$ cat src/rtl/signed_comparator_pkg.sv
// signed_comparator_pkg: shared compare result encoding and default operand width
package signed_comparator_pkg;
    typedef enum logic [1:0] {CMP_LT, CMP_EQ, CMP_GT} cmp_t;
    localparam int DEF_WIDTH = 4;
    function automatic cmp_t to_cmp(input logic less, input logic eq);
        return eq ? CMP_EQ : (less ? CMP_LT : CMP_GT);
    endfunction
endpackage

$ cat src/rtl/signed_comparator_if.sv
// signed_comparator_if: operand/enable inputs and registered compare flags
interface signed_comparator_if #(parameter int WIDTH = 4) ();
    logic             en;
    logic [WIDTH-1:0] a;
    logic [WIDTH-1:0] b;
    logic             out;
    logic             eq;
    logic             gt;
    logic             valid;
    modport master (output en, a, b, input out, eq, gt, valid);
    modport slave (input en, a, b, output out, eq, gt, valid);
endinterface

$ cat src/rtl/signed_comparator_cmp_core.sv
// signed_comparator_cmp_core: combinational less/equal, sign-split rule avoids any subtraction
module signed_comparator_cmp_core #(
    parameter int WIDTH = 4,
    parameter bit SIGNED = 1'b1
) (
    input  logic [WIDTH-1:0] a,
    input  logic [WIDTH-1:0] b,
    output logic             less,
    output logic             eq
);
    logic sa, sb, mag_lt;
    always_comb begin
        sa = a[WIDTH-1];
        sb = b[WIDTH-1];
        mag_lt = a[WIDTH-2:0] < b[WIDTH-2:0];
        less = SIGNED ? ((sa != sb) ? sa : mag_lt) : (a < b);
        eq = a == b;
    end
endmodule

$ cat src/rtl/signed_comparator.sv
// signed_comparator: one-cycle registered compare of a/b with enable-gated hold
module signed_comparator
    import signed_comparator_pkg::*;
#(
    parameter int WIDTH = DEF_WIDTH,
    parameter bit SIGNED = 1'b1
) (
    input logic clk,
    input logic reset,
    signed_comparator_if.slave bus
);
    logic less, eq;
    cmp_t res;
    signed_comparator_cmp_core #(.WIDTH(WIDTH), .SIGNED(SIGNED)) u_core (
        .a(bus.a),
        .b(bus.b),
        .less(less),
        .eq(eq)
    );
    assign res = to_cmp(less, eq);
    always_ff @(posedge clk or posedge reset) begin
        if (reset) begin
            bus.out <= 1'b0;
            bus.eq <= 1'b0;
            bus.gt <= 1'b0;
            bus.valid <= 1'b0;
        end else begin
            bus.valid <= bus.en;
            if (bus.en) begin
                bus.out <= res == CMP_LT;
                bus.eq <= res == CMP_EQ;
                bus.gt <= res == CMP_GT;
            end
        end
    end
endmodule

$ cat src/flat_wrapper.sv
// flat-port wrapper written by rule: the top's interface ports become plain ports
module signed_comparator_flat import signed_comparator_pkg::*;
#(
    parameter int WIDTH = DEF_WIDTH,
    parameter bit SIGNED = 1'b1
)
  (clk, reset, bus_en, bus_a, bus_b, bus_out, bus_eq, bus_gt, bus_valid);
  signed_comparator_if #(.WIDTH(WIDTH)) bus_i ();
  input logic clk;
  input logic reset;
  input wire logic [$bits(bus_i.en)-1:0] bus_en;
  input wire logic [$bits(bus_i.a)-1:0] bus_a;
  input wire logic [$bits(bus_i.b)-1:0] bus_b;
  output wire logic [$bits(bus_i.out)-1:0] bus_out;
  output wire logic [$bits(bus_i.eq)-1:0] bus_eq;
  output wire logic [$bits(bus_i.gt)-1:0] bus_gt;
  output wire logic [$bits(bus_i.valid)-1:0] bus_valid;
  assign bus_i.en = bus_en;
  assign bus_i.a = bus_a;
  assign bus_i.b = bus_b;
  assign bus_out = bus_i.out;
  assign bus_eq = bus_i.eq;
  assign bus_gt = bus_i.gt;
  assign bus_valid = bus_i.valid;
  signed_comparator #(.WIDTH(WIDTH), .SIGNED(SIGNED)) u_core (.clk(clk), .reset(reset), .bus(bus_i));
endmodule
$ cat config.mk
export PLATFORM = sky130hd
export DESIGN_NAME = signed_comparator_flat
export DESIGN_NICKNAME = d
export VERILOG_FILES = /design/src/rtl/signed_comparator_pkg.sv /design/src/rtl/signed_comparator_if.sv /design/src/rtl/signed_comparator_cmp_core.sv /design/src/rtl/signed_comparator.sv /design/src/flat_wrapper.sv
export SDC_FILE = /design/constraint.sdc
export NUM_CORES = 1
export LEC_CHECK = 0
export CORE_AREA = 2 2 39 41
export DETAILED_ROUTE_END_ITERATION = 8
export DIE_AREA = 0 0 41 43
export HOLD_SLACK_MARGIN = 0.12
export PLACE_DENSITY_LB_ADDON = 0.3
export REMOVE_ABC_BUFFERS = 1
export SETUP_SLACK_MARGIN = 0.05
export SLEW_MARGIN = 10
export SYNTH_ARGS = -nofsm -noshare
export SYNTH_HDL_FRONTEND = slang
export SYNTH_SLANG_ARGS = --single-unit
$ cat constraint.sdc
create_clock -name clk -period 0.9 [get_ports clk]
set_input_delay 0.09 -clock clk [delete_from_list [all_inputs] [get_ports clk]]
set_output_delay 0.09 -clock clk [all_outputs]
set_load 0.02 [all_outputs]
==> impl_metrics.csv <==
group,metric,value,unit
floorplan,rows,14,
timing,rsz0062_at_grt,"true",
synthesis,ys_types,14,
timing,period_minus_slack,0.859,ns
critical_path,crit_fanout,2,
min_path,hp-class,"in2reg",
place,port_buffers,14,
critical_path,slowest_delay,0.26,ns
synthesis,yosys-top-cells-count,"7 x inv_1, 4 x dfrtp_1, 3 x ha_1, 3 x nand2_1",
timing,max_freq,1.16,GHz
power,swShare,28.6,%
global_routing,grt_usage,10.6,%
critical_path,worstSetupPathType,"in2reg",
place,dp_slack,-0.678,ns
critical_path,critPathCaptureType,"register",
synthesis,synth_warnings,0,
timing,hold_viol_final,0,
drt,remaining_drc_errors,0,
floorplan,die_y,43,um
global_routing,grt_max_degree,5,
clock_tree,h-tree-depth,1,
critical_path,crit_required,1.03,ns
synthesis,syn_area_per_cell,9.26,um^2
drt,viasPerCell,4.16,
final_layout,finalInstanceArea,563,um^2
drt,wirelength,695,um
synthesis,seq_area_frac_synth,36.0,%
drt,drtAntennaViolNets,0,
synthesis,synth_ff_type,"dfrtp_1",
synthesis,synth_top_area_share,36.0,%
final_layout,fin_nets,70,
clock_tree,cts_tree,"yes",
timing,setup_viol,0,
floorplan,coreArea,1380,um^2
global_routing,first_global_vias,316,
critical_path,slowest_stage,"o41ai_2",
power,power.switching,0.000202,W
clock_tree,cts_buffers,3,
power,power,0.000707,W
synthesis,synth_most_common_cell,"inv_1",
critical_path,r2r_setup_slack,0.10,ns
timing,finalSetupTns,0,ns
synthesis,synth_edf_count,0,
power,leakage,0.275,nW
final_layout,antennaDiodeCount,0,
drt,firstDrtPassIters,3,
power,p_int,0.000505,W
critical_path,crit_buf_inv,2,
global_routing,antenna_found_initial,0,
power,combPwrFrac,38.1,%
clock_tree,path_clk_slew,0.04,ns
global_routing,grt_first_pass_wirelength,1210,um
floorplan,die-area,1760,um^2
floorplan,initial_utilization,20.1,%
synthesis,netlist_area,278,um^2
timing,min_period_over_period,95.4,%
final_layout,areaGrowthSynthToFinish,103,%
timing,finClkSkew,0,ns
timing,relSlewSlack,84.0,%
critical_path,arrival,0.99,ns
drt,vias,291,
synthesis,synth_seq_cells,4,
clock_tree,clk_latency,0.23,ns
place,dpl.hpwl,503,um
critical_path,start_kind,"input port",
power,p_seq_share,30.0,%
clock_tree,clock_path_buffers,2,
timing,hold_slack,0.282,ns
global_routing,grt.overflow.total,0,
power,power.density,1260,nW/um^2
final_layout,final.fill_count,143,
timing,slew_viol_final,0,
synthesis,synth_top_area_cell,"dfrtp_1",
floorplan,ios,15,
synthesis,ys_top_cells_by_area,"dfrtp_1 36%, ha_1 14%, o41ai_2 12%",
final_layout,drive_gt1_share,59.3,%
drt,wl_per_cell,9.93,um
drt,drt_iter0_markers,3,
floorplan,die_w,41,um
clock_tree,cts-root-buf,"clkbuf_4",
critical_path,crit_path_cell_trace,"buf_6, inv_4, ha_4, nand2b_4, a21oi_2, nor2b_2, o41ai_2",
timing,setup_ws,0.0413,ns
timing,worstMarginPinSlew,0.237,ns
clock_tree,clkSinkCount,4,
critical_path,critPathTopFamily,"compound AO/OA/AOI/OAI gates",
synthesis,async_reset_ff_share,100,%
power,peakVddDrop,0.000742,V
place,place_area,460,um^2
outcome,status,"finished clean",
flow_run,maxCapViolCount,0,
place,gp_congestion,0.611,
power,p_clk_share,31.9,%
synthesis,synth_cells,30,
power by group through the flow:
stage | logic (W) | clock network [W] | registers [W]
detailed placement | 0.000210 | 0 | 0.000212
floorplan | 0.0000760 | 0 | 0.000234
CTS | 0.000263 | 0.000240 | 0.000213
global placement | 0.000210 | 0 | 0.000211
global route | 0.000295 | 0.000258 | 0.000214
finish | 0.000269 | 0.000225 | 0.000212
per-layer routing:
metal	global-route usage (%)	vias up	wire, um
met3	7.85	0	43
met5	0	-	0
li1	-	152	-
met2	15.9	8	359
met1	11.6	131	292
met4	2.00	0	0
flip-flops by register name, summed over array words and instances (netlist names):
name              flops
u_core.bus.eq         1
u_core.bus.gt         1
u_core.bus.out        1
u_core.bus.valid      1
cells by family after synthesis:
| family | after synthesis | synth area share, % |
|---|---|---|
| fa+ha+maj | 3 | 13.5 |
| compound gates | 7 | 23.4 |
| buf+inv | 7 | 9.46 |
| mux | 1 | 3.60 |
| flops | 4 | 36.0 |
| simple gates | 8 | 14.0 |
through the flow:
stage,instances,util (%)
finish,70,40.7
global route,70,40.7
CTS,69,40.9
detailed placement,63,33.3
global placement,63,33.3
floorplan,30,-
area by class of cell:
| class | count | area [um^2] | area share [%] |
|---|---|---|---|
| Clock buffer | 3 | 22.5 | 4.00 |
| Inverter | 7 | 28.8 | 5.11 |
| Multi-Input combinational cell | 19 | 214 | 38.0 |
| Sequential cell | 4 | 100 | 17.8 |
| Tap cell | 16 | 20.0 | 3.56 |
| Timing Repair Buffer | 21 | 178 | 31.6 |
timing repair:
item	4_1_cts	5_1_grt
gates resized for setup	59	2
pin swaps	8	4
buffers inserted	2	1
endpoints found under the setup margin	7	6
hold buffers	1	0
endpoints found under the hold margin	4	0
path summary, 6_finish.rpt:
check	start	to	depth (start not counted)
setup reg to reg	u_core.bus.gt	u_core.bus.gt	3
min in group asynchronous	reset	u_core.bus.gt	3
hold / removal	bus_en	u_core.bus.valid	2
hold reg to reg	u_core.bus.out	u_core.bus.out	2
max in group asynchronous	reset	u_core.bus.eq	3
setup / recovery	bus_a[0]	u_core.bus.out	7
cells in the final DEF (no fill, tap or decap), drive strengths merged, types with 2 or more instances in the layout:
master,instances
dlygate4sd2,3
inv,7
o41ai,2
dfrtp,4
buf,13
nor2b,2
ha,3
clkbuf,5
a21oi,2
nand2,3
No activity file was read; power rests on OpenSTA's default activity.
